==> src/rtl/mips_pkg.sv <==
// Shared encodings for the 5-stage MIPS hazard unit: opcodes, Tuse/Tnew
// codes, forward-select enums and small comparator helpers.
package mips_pkg;

   typedef logic [4:0] reg_t;
   typedef logic [1:0] tuse_t;
   typedef logic [1:0] tnew_t;

   // Tuse of 3 means the operand is never read, so it can never stall
   localparam tuse_t TUSE_NONE = 2'd3;

   localparam logic [5:0] OP_RTYPE = 6'h00;
   localparam logic [5:0] OP_JAL   = 6'h03;
   localparam logic [5:0] OP_BEQ   = 6'h04;
   localparam logic [5:0] OP_ADDI  = 6'h08;
   localparam logic [5:0] OP_ADDIU = 6'h09;
   localparam logic [5:0] OP_ORI   = 6'h0d;
   localparam logic [5:0] OP_LUI   = 6'h0f;
   localparam logic [5:0] OP_LW    = 6'h23;
   localparam logic [5:0] OP_SW    = 6'h2b;

   localparam logic [5:0] F_JR     = 6'h08;
   localparam logic [5:0] F_ADDU   = 6'h21;
   localparam logic [5:0] F_SUBU   = 6'h23;
   localparam logic [5:0] F_SLT    = 6'h2a;

   // ID-stage operand source
   typedef enum logic [1:0] {FWD_D_RF = 2'd0, FWD_D_EX = 2'd1, FWD_D_MEM = 2'd2} fwd_d_e;
   // EX-stage operand source
   typedef enum logic [1:0] {FWD_E_LATCH = 2'd0, FWD_E_MEM = 2'd1, FWD_E_WB = 2'd2} fwd_e_e;
   // MEM store-data source
   typedef enum logic {FWD_M_LATCH = 1'b0, FWD_M_WB = 1'b1} fwd_m_e;

   // A register match that $0 can never satisfy
   function automatic logic reg_hit(reg_t r, reg_t a3);
      return (r != 5'd0) && (r == a3);
   endfunction

   // Tnew counts down one per stage and parks at 0
   function automatic tnew_t tnew_dec(tnew_t t);
      return (t == 2'd0) ? 2'd0 : t - 2'd1;
   endfunction

endpackage

==> src/rtl/decode.sv <==
// Instruction classifier: source/destination registers plus Tuse/Tnew.
module decode
   import mips_pkg::*;
(
   input  logic [31:0] instr_i,
   output reg_t        a1_o,
   output reg_t        a2_o,
   output reg_t        a3_o,
   output tuse_t       tuse_rs_o,
   output tuse_t       tuse_rt_o,
   output tnew_t       tnew_o
);

   logic [5:0] op;
   logic [5:0] funct;
   reg_t       rd;
   logic       unused_shamt;

   assign op    = instr_i[31:26];
   assign funct = instr_i[5:0];
   assign rd    = instr_i[15:11];
   assign a1_o  = instr_i[25:21];
   assign a2_o  = instr_i[20:16];
   assign unused_shamt = ^instr_i[10:6];

   // Per-opcode destination and operand timing; unknown opcodes write nothing
   always_comb begin
      a3_o      = 5'd0;
      tuse_rs_o = TUSE_NONE;
      tuse_rt_o = TUSE_NONE;
      tnew_o    = 2'd0;
      case (op)
         OP_RTYPE: begin
            case (funct)
               F_ADDU, F_SUBU, F_SLT: begin
                  a3_o      = rd;
                  tuse_rs_o = 2'd1;
                  tuse_rt_o = 2'd1;
                  tnew_o    = 2'd1;
               end
               F_JR:    tuse_rs_o = 2'd0;
               default: ;
            endcase
         end
         OP_ORI, OP_ADDI, OP_ADDIU: begin
            a3_o      = a2_o;
            tuse_rs_o = 2'd1;
            tnew_o    = 2'd1;
         end
         OP_LUI: begin
            a3_o   = a2_o;
            tnew_o = 2'd1;
         end
         OP_LW: begin
            a3_o      = a2_o;
            tuse_rs_o = 2'd1;
            tnew_o    = 2'd2;
         end
         OP_SW: begin
            tuse_rs_o = 2'd1;
            tuse_rt_o = 2'd2;
         end
         OP_BEQ: begin
            tuse_rs_o = 2'd0;
            tuse_rt_o = 2'd0;
         end
         OP_JAL: begin
            a3_o   = 5'd31;
            tnew_o = 2'd0;
         end
         default: ;
      endcase
   end

endmodule

==> src/rtl/hazard_ctrl.sv <==
// Stall and forwarding control for a classic 5-stage MIPS pipeline using
// Tuse/Tnew scheduling. Shadow registers mirror the EX/MEM/WB occupants.
module hazard_ctrl
   import mips_pkg::*;
(
   input  logic        clk,
   input  logic        rst_n,
   input  logic [31:0] instr_id,
   output logic        stall,
   output logic [1:0]  fwd_rs_d,
   output logic [1:0]  fwd_rt_d,
   output logic [1:0]  fwd_rs_e,
   output logic [1:0]  fwd_rt_e,
   output logic        fwd_rt_m
);

   reg_t  id_rs, id_rt, id_a3;
   tuse_t tuse_rs, tuse_rt;
   tnew_t id_tnew;

   reg_t  rs_e_q, rt_e_q, a3_e_q, rt_m_q, a3_m_q, a3_w_q;
   tnew_t tnew_e_q, tnew_m_q;
   reg_t  rs_e_d, rt_e_d, a3_e_d, rt_m_d, a3_m_d, a3_w_d;
   tnew_t tnew_e_d, tnew_m_d;

   logic  stall_rs, stall_rt;

   decode u_decode (
      .instr_i   (instr_id),
      .a1_o      (id_rs),
      .a2_o      (id_rt),
      .a3_o      (id_a3),
      .tuse_rs_o (tuse_rs),
      .tuse_rt_o (tuse_rt),
      .tnew_o    (id_tnew)
   );

   // Stall when a producer in EX or MEM cannot deliver before the consumer needs it
   always_comb begin
      stall_rs = (reg_hit(id_rs, a3_e_q) && (tuse_rs < tnew_e_q)) ||
                 (reg_hit(id_rs, a3_m_q) && (tuse_rs < tnew_m_q));
      stall_rt = (reg_hit(id_rt, a3_e_q) && (tuse_rt < tnew_e_q)) ||
                 (reg_hit(id_rt, a3_m_q) && (tuse_rt < tnew_m_q));
      stall    = stall_rs || stall_rt;
   end

   // Forward selects: ID prefers EX over MEM (WB handled by regfile bypass),
   // EX prefers MEM over WB, MEM store data only from WB
   always_comb begin
      fwd_rs_d = FWD_D_RF;
      fwd_rt_d = FWD_D_RF;
      fwd_rs_e = FWD_E_LATCH;
      fwd_rt_e = FWD_E_LATCH;
      fwd_rt_m = FWD_M_LATCH;
      if (reg_hit(id_rs, a3_e_q) && tnew_e_q == 2'd0)      fwd_rs_d = FWD_D_EX;
      else if (reg_hit(id_rs, a3_m_q) && tnew_m_q == 2'd0) fwd_rs_d = FWD_D_MEM;
      if (reg_hit(id_rt, a3_e_q) && tnew_e_q == 2'd0)      fwd_rt_d = FWD_D_EX;
      else if (reg_hit(id_rt, a3_m_q) && tnew_m_q == 2'd0) fwd_rt_d = FWD_D_MEM;
      if (reg_hit(rs_e_q, a3_m_q) && tnew_m_q == 2'd0)     fwd_rs_e = FWD_E_MEM;
      else if (reg_hit(rs_e_q, a3_w_q))                    fwd_rs_e = FWD_E_WB;
      if (reg_hit(rt_e_q, a3_m_q) && tnew_m_q == 2'd0)     fwd_rt_e = FWD_E_MEM;
      else if (reg_hit(rt_e_q, a3_w_q))                    fwd_rt_e = FWD_E_WB;
      if (reg_hit(rt_m_q, a3_w_q))                         fwd_rt_m = FWD_M_WB;
   end

   // Advance the shadow pipe; a stall drops a bubble into EX
   always_comb begin
      rs_e_d   = stall ? 5'd0 : id_rs;
      rt_e_d   = stall ? 5'd0 : id_rt;
      a3_e_d   = stall ? 5'd0 : id_a3;
      tnew_e_d = stall ? 2'd0 : id_tnew;
      rt_m_d   = rt_e_q;
      a3_m_d   = a3_e_q;
      tnew_m_d = tnew_dec(tnew_e_q);
      a3_w_d   = a3_m_q;
   end

   // Shadow registers, cleared immediately by reset
   always_ff @(posedge clk or negedge rst_n) begin
      if (!rst_n) begin
         rs_e_q   <= 5'd0;
         rt_e_q   <= 5'd0;
         a3_e_q   <= 5'd0;
         tnew_e_q <= 2'd0;
         rt_m_q   <= 5'd0;
         a3_m_q   <= 5'd0;
         tnew_m_q <= 2'd0;
         a3_w_q   <= 5'd0;
      end else begin
         rs_e_q   <= rs_e_d;
         rt_e_q   <= rt_e_d;
         a3_e_q   <= a3_e_d;
         tnew_e_q <= tnew_e_d;
         rt_m_q   <= rt_m_d;
         a3_m_q   <= a3_m_d;
         tnew_m_q <= tnew_m_d;
         a3_w_q   <= a3_w_d;
      end
   end

endmodule
==> config.mk <==
export PLATFORM = sky130hd
export DESIGN_NAME = hazard_ctrl
export DESIGN_NICKNAME = d
export VERILOG_FILES = /design/src/rtl/mips_pkg.sv /design/src/rtl/decode.sv /design/src/rtl/hazard_ctrl.sv
export SDC_FILE = /design/constraint.sdc
export NUM_CORES = 1
export LEC_CHECK = 0
export ABC_AREA = 1
export ABC_CLOCK_PERIOD_IN_PS = 2300
export CAP_MARGIN = 15
export CORE_MARGIN = 2
export CORE_UTILIZATION = 45
export CTS_CLUSTER_DIAMETER = 60
export DETAILED_ROUTE_END_ITERATION = 6
export PLACE_DENSITY = 0.71
export SYNTH_ARGS = -nofsm -noshare
export SYNTH_HDL_FRONTEND = slang
export SYNTH_SLANG_ARGS = --single-unit
==> constraint.sdc <==
create_clock -name clk -period 2.3 [get_ports clk]
set_clock_uncertainty 0.05 [all_clocks]
set_input_delay 0.46 -clock clk [delete_from_list [all_inputs] [get_ports clk]]
set_output_delay 0.46 -clock clk [all_outputs]
set_load 0.01 [all_outputs]
==> qor.csv, run 1 <==
metric;value;unit
fin_util;0.7425;
rsz0062_at_grt;yes;
p_sw_frac;0.2892;
area_growth;57.52;%
hold_class;reg -> reg;
p_seq_frac;0.455;
end_kind;primary output;
cp_max_fo;3;
holdWs;0.3896;ns
worstPathCellList;buf_6, nor2_4, nand2_2, buf_4, nor2_4, o22ai_4, ha_1, nand2_1, nand3_2, nand4_1, buf_2;
ys_warn_count;0;
p_comb_frac;0.213;
htreeDepth;2;
die_h;74.81;um
synthTopCellsByCount;nand2_1 (78), inv_1 (48), nor2_1 (39), dfrtp_1 (34), nand3_1 (22);
postCtsHoldBufs;0;
cpMostUsedCell;nor2_4;
drc;0;
diodes;0;
clkSinkCount;34;
worst_r2r_path_depth;13;
synth_edf_count;0;
grt_pass1_vias;2383;
seq_area;854.6;sq um
whs_path_depth;0;
antenna_found_initial;0;
cts_tree;yes;
ys_top_cells_by_area;dfrtp_1 (38%), nand2_1 (13%), inv_1 (8.0%), nor2_1 (6.5%), xnor2_1 (6.2%);
synth_top_area_frac;0.3771;
final.min_clock_period;2.367;ns
power_frac_clock;0.332;
start_util;0.4714;
grtUsageTotal;0.2582;
leakagePower;0.001812;uW
synth_flop_cell;dfrtp_1;
hold_violations;0;
grt_first_pass_wirelength;10.65;mm
path_delay_family;simple AND/OR/NAND/NOR gates;
dr.pass1.iters;6;
grt.overflow.total;0;
setup_viol;1;
fill_cells;355;
drive_above_1_share;0.3747;
coreArea;4786;sq um
cp.required;1.79;ns
power.switching;413.7;uW
cts_buffers;5;
yosysMostFrequentCell;nand2_1;
synth_async_sr_flop_share;1.000;
path_buf_inv;3;
maxSlewHeadroom;0.7178;
synthDistinctLibCells;27;
antenna_left;0;
via_per_inst;5.010;
intPower;1017;uW
worst-setup-path-type;in -> out;
clock-root-buffer;clkbuf_8;
preCtsSetupSlack;-0.9675;ns
setup_ws;-0.06739;ns
status;finished with violations;
synth-seq-cells;34;
clk_pin_slew_worst_paths;0.07;ns
power_density;402.5;nW/um^2
die_area;5596;sq um
synth.largest_area_cell;dfrtp_1;
max_stage_delay;0.28;ns
cp_slowest_cell;ha_1;
grt_max_degree;35;
multiInputGateArea;1398;sq um
cp_num_cells;11;
ios;44;
via_count;2475;
cp_data_arrival_time;1.86;ns
syn_inst;308;
critPathLaunchType;input port;
num_rows;25;
stdcell_count;494;
clock_latency;0.30;ns
max_cap_viol_count;0;
hpwl;4.288;mm
syn_area_per_cell;7.324;sq um
drt_iter0_drc;135;
port_buffers;38;
tns;-0.06739;ns
ys_seq_area_frac;0.3771;
failed_checks;setup timing;
synthesis.area;2256;sq um
gp_congestion;0.8822;
cts_max_path_buffers;2;
syn-num-nets;346;
die_x;74.81;um
wl;7.006;mm
dpl.cell_count;449;
timing.fmax;422.4;MHz
routedWlPerCell;14.18;um
period_share;1.029;
maxSlewViolCount;0;
vdd_ir_drop_max;0.2183;mV
final_net_count;464;
worst_pin_slew;0.4233;ns
## cell families (layout without fill, tap and decap cells)
family                   count (synthesis)  count (layout)  synth area share
adder cells (fa/ha/maj)                  4               4           0.02219
AO/OA/AOI/OAI                           10              10           0.02606
AND/OR/NAND/NOR                        185             186            0.3916
XOR/XNOR                                23              23           0.08929
flip-flops                              34              34            0.3772
buffers and inverters                   52             170           0.09373
## routing by layer
layer | up-vias | wire length, um | track usage
li1 | 1211 | - | -
met1 | 1154 | 2722 | 0.2866
met2 | 87 | 3764 | 0.4680
met3 | 23 | 295 | 0.04953
met4 | 0 | 225 | 0.1329
met5 | - | 0 | 0
## layout make-up
class                   count  area share
multi-input cells         223      0.3933
repair buffers            113      0.2641
flip-flops and latches     34      0.2405
inverters                  49     0.05176
well taps                  67     0.02359
clock buffers               6     0.02324
clock inverters             2    0.003521
## timing repair
item | CTS | global route
endpoints found under the setup margin | 27 | 24
endpoints found under the hold margin | 0 | 0
pin swaps | 26 | 23
buffers inserted | 27 | 8
gates cloned | 3 | 0
gates resized for setup | 93 | 52
## cell usage in the layout (no fill, tap or decap), drive strengths merged, types with 7 or more instances in the layout
cell,instances
dlygate4sd2,11
dfrtp,34
nand2,84
buf,84
nor2,43
inv,49
nor4,7
nand3,23
xnor2,16
xor2,7
clkbuf,15
nor3,20
## sequential cells by signal (all words and copies together), names as in the netlist
register and count:
rs_e_q 5, rt_m_q 5, tnew_m_q 2, a3_m_q 5, a3_w_q 5, rt_e_q 5
tnew_e_q 2, a3_e_q 5
## final timing paths
| check | from | to | slack [ns] |
|---|---|---|---|
| max | instr_id[31] | stall | -0.07 |
| min | rt_e_q[3] | rt_m_q[3] | 0.39 |
| max reg2reg | a3_m_q[1] | rs_e_q[2] | 0.20 |
| min reg2reg | rt_e_q[3] | rt_m_q[3] | 0.39 |
| max in group asynchronous | rst_n | a3_m_q[2] | 1.35 |
| min in group asynchronous | rst_n | rt_m_q[2] | 0.53 |
## power groups by stage
stage | sequential [uW] | combinational, uW | clock (uW)
after floorplan | 653 | 124 | 0
after global placement | 662 | 253 | 0
after detailed placement | 663 | 259 | 0
after CTS | 650 | 277 | 479
after global routing | 654 | 334 | 509
final | 651 | 304 | 475
## per-stage QoR
step | power (uW) | area, sq um
after floorplan | 777.7 | 2256
after global placement | 914.2 | 2998
after detailed placement | 921.4 | 2998
after CTS | 1406 | 3423
after global routing | 1497 | 3553
final | 1430 | 3553
(Power assumes the default switching activity.)
==> inputs of run 2 (changes only) <==
--- a/config.mk
+++ b/config.mk
@@ -6,12 +6,12 @@
 export NUM_CORES = 1
 export LEC_CHECK = 0
 export ABC_AREA = 1
-export ABC_CLOCK_PERIOD_IN_PS = 2300
 export CAP_MARGIN = 15
 export CORE_MARGIN = 2
 export CORE_UTILIZATION = 45
 export CTS_CLUSTER_DIAMETER = 60
 export DETAILED_ROUTE_END_ITERATION = 6
+export MAX_ROUTING_LAYER = met4
 export PLACE_DENSITY = 0.71
 export SYNTH_ARGS = -nofsm -noshare
 export SYNTH_HDL_FRONTEND = slang
==> qor.csv, run 2 (synthesis results as in run 1) <==
metric;value;unit
preCtsSetupSlack;-0.9675;ns
dr.pass1.iters;4;
rsz0062_at_grt;yes;
final_common_cell;nand2_1;
clk_pin_slew_worst_paths;0.07;ns
p_total;1434;uW
grt_pass1_vias;2387;
rrSetupSlack;0.20;ns
setup_ws;-0.06193;ns
cp.required;1.79;ns
leakagePower;0.001812;uW
die_h;74.81;um
start_util;0.4714;
grt_max_degree;35;
htreeDepth;2;
gp_congestion;0.8969;
failed_checks;setup timing;
rr_startpoint;a3_m_q[1];
cp_data_arrival_time;1.85;ns
grt_first_pass_wirelength;10.64;mm
clkSinkCount;34;
antenna_left;0;
timing.fmax;423.4;MHz
end_kind;primary output;
drc;0;
worst-setup-path-type;in -> out;
drt_iter0_drc;148;
antenna_found_initial;0;
via_count;2495;
vdd_ir_drop_max;0.2198;mV
hold_end;a3_m_q[1];
grtUsageTotal;0.2657;
period_share;1.027;
die_x;74.81;um
max_stage_delay;0.28;ns
final.min_clock_period;2.362;ns
setup_viol;1;
via_per_inst;5.051;
final_net_count;464;
maxSlewHeadroom;0.7197;
diodes;0;
worst_r2r_path_depth;13;
whs_path_depth;0;
clock_latency;0.30;ns
worstPathCellList;buf_6, nor2_4, nand2_2, buf_4, nor2_4, o22ai_4, ha_1, nand2_1, nand3_2, nand4_1, buf_2;
critPathLaunchType;input port;
cts_tree;yes;
worst_pin_slew;0.4204;ns
hold_class;reg -> reg;
grt.overflow.total;0;
routedWlPerCell;14.16;um
cts_max_path_buffers;2;
cpMostUsedCell;nor2_4;
die_area;5596;sq um
reg2reg_to;rs_e_q[2];
drive_above_1_share;0.3747;
maxSlewViolCount;0;
most-common-layout-cells;nand2_1 (76), buf_4 (69), inv_1 (42), nor2_1 (32), dfrtp_1 (31);
wl;6.995;mm
worstHoldStart;a3_e_q[1];
clock-root-buffer;clkbuf_8;
cp_slowest_cell;ha_1;
coreArea;4786;sq um
max_cap_viol_count;0;
num_rows;25;
cts_buffers;5;
hpwl;4.288;mm
cp_max_fo;3;
hold_violations;0;
area_growth;57.52;%
ios;44;
status;finished with violations;
port_buffers;38;
power_density;403.5;nW/um^2
postCtsHoldBufs;0;
[run 2: cell counts in the layout (fill, tap and decap cells not counted)]
No cell type changed its count.
[run 2: area by class of cell]
class / count / area, sq um
Clock buffer: 6 / 82.58
Clock inverter: 2 / 12.51
Fill cell: 355 / 1232
Inverter: 49 / 183.9
Multi-Input combinational cell: 223 / 1398
Sequential cell: 34 / 854.6
Tap cell: 67 / 83.83
Timing Repair Buffer: 113 / 938.4
[run 2: critical path: cells and delay by family]
kind                     cells  cell delay [ns]
AO/OA/AOI/OAI                1             0.12
adder cells (fa/ha/maj)      1             0.28
buffers and inverters        3             0.39
AND/OR/NAND/NOR              6             0.60
[run 2: how the worst max path moves through the flow]
stage               cells after the start         start  slack, ns    end
finish                                 11  instr_id[31]      -0.06  stall
global route                           11  instr_id[31]      -0.13  stall
CTS                                    12   instr_id[5]      -0.09  stall
detailed placement                     11   instr_id[0]      -0.97  stall
global placement                       11   instr_id[0]      -0.91  stall
floorplan                               9   instr_id[0]       0.03  stall
[run 2: where the power goes]
group	switching (uW)	internal, uW	total (uW)	leakage (uW)
sequential	29.4	622	651	0.000432
clock	238	241	479	0.0000472
combinational	150	155	304	0.00133
total	417	1020	1430	0.00181
[run 2: what timing repair did]
action / CTS / global route
endpoints found under the setup margin: 27 / 24
gates cloned: 3 / 0
pin swaps: 26 / 23
buffers inserted: 27 / 8
endpoints found under the hold margin: 0 / 0
gates resized for setup: 93 / 52
[run 2: routing by layer]
layer / routed length (um) / share of wire / vias to the layer above / track usage
met5: 0 / 0 / - / -
li1: - / - / 1212 / -
met4: 283 / 0.040 / 0 / 0.1329
met1: 2685 / 0.38 / 1160 / 0.2849
met2: 3733 / 0.53 / 91 / 0.4690
met3: 293 / 0.042 / 32 / 0.04819
[run 2: metrics by stage]
| stage | util | hold slack, ns | setup TNS, ns | cells | instance area, sq um |
|---|---|---|---|---|---|
| after global placement | 0.6264 | 0.3552 | -9.487 | 449 | 2998 |
| after global routing | 0.7425 | 0.4034 | -0.1522 | 494 | 3553 |
| after floorplan | - | 0.1144 | 0 | 308 | 2256 |
| final | 0.7425 | 0.3912 | -0.06193 | 494 | 3553 |
| after CTS | 0.7153 | 0.3855 | -0.1435 | 486 | 3423 |
| after detailed placement | 0.6264 | 0.3674 | -10.58 | 449 | 2998 |
==> inputs of run 3 (changes only) <==
--- a/config.mk
+++ b/config.mk
@@ -7,6 +7,7 @@
 export LEC_CHECK = 0
 export ABC_AREA = 1
 export CAP_MARGIN = 15
+export CORE_ASPECT_RATIO = 1.25
 export CORE_MARGIN = 2
 export CORE_UTILIZATION = 45
 export CTS_CLUSTER_DIAMETER = 60
==> qor.csv, run 3 (synthesis results as in run 1) <==
metric;value;unit
status;finished with violations;
failed_checks;setup timing;
cp_data_arrival_time;1.83;ns
cp.required;1.79;ns
area_growth;49.69;%
final.min_clock_period;2.344;ns
cp_max_fo;3;
worst-setup-path-type;in -> out;
critPathLaunch;instr_id[1];
wl;6.690;mm
fill_cells;377;
antenna_left;0;
critPathLaunchType;input port;
whs_path_depth;0;
gp_congestion;0.8561;
clkSinkCount;34;
power_density;419.7;nW/um^2
diodes;0;
wl_met2;3.800;mm
port_buffers;38;
rr_startpoint;a3_e_q[2];
leakagePower;0.001717;uW
final_net_count;442;
grt.overflow.total;0;
dr.pass1.iters;4;
final_common_cell;nand2_1;
clk_pin_slew_worst_paths;0.07;ns
vdd_ir_drop_max;0.2462;mV
worst_pin_slew;0.4252;ns
clock-root-buffer;clkbuf_8;
hold_class;reg -> reg;
drt_iter0_drc;154;
htreeDepth;2;
ios;44;
setup_ws;-0.04425;ns
cp_slowest_cell;ha_1;
cpMostUsedCell;buf_2;
most-common-layout-cells;nand2_1 (74), buf_4 (50), inv_1 (43), dfrtp_1 (32), nor2_1 (30);
die_x;67.33;um
wl_met3;231;um
worstPathCellList;buf_2, nor2_2, or2_4, nor2_4, and2_4, a21oi_4, ha_1, nand2_1, nand3_2, nand4_1, buf_2;
hold_violations;0;
cts_buffers;5;
maxSlewViolCount;0;
maxSlewHeadroom;0.7165;
drc;0;
hpwl;4.383;mm
fin_util;0.7036;
timing.fmax;426.6;MHz
setup_viol;2;
die_area;5599;sq um
holdWs;0.3786;ns
grtUsageTotal;0.2435;
clock_latency;0.30;ns
start_util;0.4700;
worst_r2r_path_depth;12;
drive_above_1_share;0.3580;
grt_max_degree;35;
die_h;83.16;um
via_count;2412;
num_rows;28;
cts_max_path_buffers;2;
grt_pass1_vias;2381;
postCtsHoldBufs;0;
routedWlPerCell;14.39;um
antenna_found_initial;0;
coreArea;4800;sq um
period_share;1.019;
top_layer;met4;
grt_first_pass_wirelength;10.12;mm
rsz0062_at_grt;yes;
max_cap_viol_count;0;
max_stage_delay;0.27;ns
worstHoldStart;a3_e_q[3];
via_per_inst;5.187;
end_kind;primary output;
cts_tree;yes;
wl_met1;2.370;mm
[run 3: worst max-delay path, delay by kind of cell]
family	cells	cell delay (ns)
and+or+nand+nor	7	0.84
adders and majority gates	1	0.27
buffers and inverters	2	0.22
AOI/OAI and AO/OA	1	0.04
[run 3: per-layer routing]
| metal | GRT usage | vias to the layer above |
|---|---|---|
| met4 | 0.1429 | 0 |
| met5 | - | - |
| li1 | - | 1161 |
| met3 | 0.02168 | 25 |
| met1 | 0.2361 | 1149 |
| met2 | 0.4473 | 77 |
[run 3: metrics by stage]
stage / TNS [ns] / total power [uW] / std cells / setup WS (ns) / area, sq um
floorplan: 0 / 777.7 / 308 / 0.03436 / 2256
global placement: -9.933 / 913.2 / 439 / -0.9250 / 2967
detailed placement: -10.86 / 920.9 / 439 / -0.9774 / 2967
CTS: -0.09426 / 1386 / 459 / -0.09426 / 3227
global route: -0.2595 / 1479 / 465 / -0.1319 / 3377
finish: -0.04909 / 1417 / 465 / -0.04425 / 3377
[run 3: repair_timing]
| action | in CTS | in global routing |
|---|---|---|
| setup buffers | 12 | 7 |
| gates cloned | 1 | 0 |
| hold endpoints to repair | 0 | 0 |
| pin swaps | 26 | 27 |
| endpoints found under the setup margin | 27 | 22 |
| resized for setup | 95 | 58 |
[run 3: path summary, 6_finish.rpt]
path / endpoint / slack (ns)
max in group asynchronous: a3_e_q[0] / 1.35
min: a3_m_q[3] / 0.38
min in group asynchronous: a3_w_q[2] / 0.51
max: stall / -0.04
max reg2reg: rs_e_q[4] / 0.24
min reg2reg: a3_m_q[3] / 0.38
[run 3: final cells by class]
| type | instances | area, sq um | share of cell area |
|---|---|---|---|
| Tap cell | 60 | 75.07 | 0.02223 |
| Inverter | 49 | 183.9 | 0.05446 |
| Clock inverter | 2 | 12.51 | 0.003705 |
| Clock buffer | 6 | 82.58 | 0.02445 |
| Multi-Input combinational cell | 222 | 1426 | 0.4224 |
| Timing Repair Buffer | 92 | 743.2 | 0.2201 |
| Sequential cell | 34 | 853.3 | 0.2527 |
[run 3: report_power, final]
part | switching, uW | internal [uW]
Clock | 228 | 240
Combinational | 154 | 144
Sequential | 29.6 | 622
Total | 411 | 1010
==> patch: new RTL, settings of run 3 <==
Make the reset (`rst_n`) synchronous in one clocked block.
--- a/src/rtl/hazard_ctrl.sv
+++ b/src/rtl/hazard_ctrl.sv
@@ -76,7 +76,7 @@
    end
 
    // Shadow registers, cleared immediately by reset
-   always_ff @(posedge clk or negedge rst_n) begin
+   always_ff @(posedge clk) begin
       if (!rst_n) begin
          rs_e_q   <= 5'd0;
          rt_e_q   <= 5'd0;
Function: differs if rst_n is asserted again (counterexample within 4 cycles, from zero or initial values and one cycle with rst_n low); with rst_n held inactive, the same outputs for 10 cycles.
==> patch against run 3 <==
The run still ends with setup timing left; first-iteration DRC count is 51% lower; synthesized area down 5.0%; setup slack got worse by 35 ps; combinational power decreased by 1%; final cell count down 4.9%; hold slack better by 25 ps; wire length down 21%; fmax fell by 1.5%; cell area is 8.9% lower; sequential cell count did not move; synthesized cell count shrank 1.6%; register-to-register slack gained 320 ps; total power increased by 11%; highest routed layer unchanged.
==> patch: results (changes against run 3) <==
** Floorplanning
- The full die area came to 0.00533 mm² (-4.8%).

** Layout
- Layout Nets :: 420 (-5.0%)
- Area fraction of clock buffers and clock inverters :: 0.0447 (+0.0166)
- The total of plain and repair buffers excluding clock buffers was 78 (-15%).
- The clock buffer count was 5 (-1).
- Final Instance Count excl. Fillers :: 442 (-4.9%)
- The fraction of area in multi-input gates was 0.441 (+0.0187).
- The share of post-route cells with drive strength above 1 was 0.301 (-0.0570).

** Critical path
- The arrival time of data at the critical path endpoint came to 1870 ps (+40 ps).

** Timing
- Total setup violations reported at the end of the flow :: 1 (-1)
- Minimum setup slack in the final design :: -79.3 ps (-35.1 ps)

** Detailed routing
- Aggregate routed wire length :: 5.26 mm (-21%)

** Synthesis
- The adder-cell share of the synthesized area came to 0.0292 (+0.00702).
- Cells after synthesis :: 303 (-1.6%)
- By count the netlist is led by 59 x nand2_1, 43 x inv_1, 40 x nor2_1, 34 x dfxtp_1, 23 x xnor2_1.
- The net count after synthesis came to 342 (-1.2%).
- In the synthesized netlist the dominant register cell turns out to be dfxtp_1.

** Outcome
- The checks that failed: setup timing.
- The flow ran to the end, but the final reports show violations.

** Power and ir drop
- Clock group power :: 657 µW (+40%)
- Worst vdd ir :: 0.333 mV (+35%)
- The sequential power came to 628 µW (-3.5%).

** CTS
- Clock insertion delay at the later pin of the skew report :: 280 ps (-20 ps)

** Placed design
- The routability congestion estimate came to 0.883 (+3.2%).
- The placement-stage worst setup slack is -922 ps (+55.8 ps).

** Global routing
- The met1 usage is 0.227 (-0.00876).
- The met2 demand-to-capacity share in global routing is 0.397 (-0.0504).
- The total track usage is 0.217 (-0.0267).
==> patch: cell types whose count changed in the layout (fill, tap and decap cells not counted), moves of 7 or more <==
cell / before / now
nor2_4: 7 / 14
buf_4: 50 / 40
nor3_2: 11 / 0
clkbuf_2: 10 / 2
xnor2_1: 14 / 23
dfrtp_1: 32 / 0
dfxtp_1: 0 / 31
nand2_1: 74 / 58
==> patch: repair_timing <==
action | in CTS | in global routing
pin swaps | 21 | 14
hold buffers | 0 | 0
buffers inserted | 3 | 4
gates resized for setup | 100 | 28
setup endpoints to repair | 26 | 5
==> patch: path summary, 6_finish.rpt <==
check	startpoint	endpoint	slack, ps	depth (start not counted)
worst max-delay path	instr_id[31]	stall	-80	12
worst min-delay path	a3_e_q[1]$_SDFF_PP0_	a3_m_q[1]$_SDFF_PN0_	400	2
worst max register to register	a3_e_q[0]$_SDFF_PP0_	rt_e_q[3]$_SDFF_PP0_	560	13
worst min register to register	a3_e_q[1]$_SDFF_PP0_	a3_m_q[1]$_SDFF_PN0_	400	2
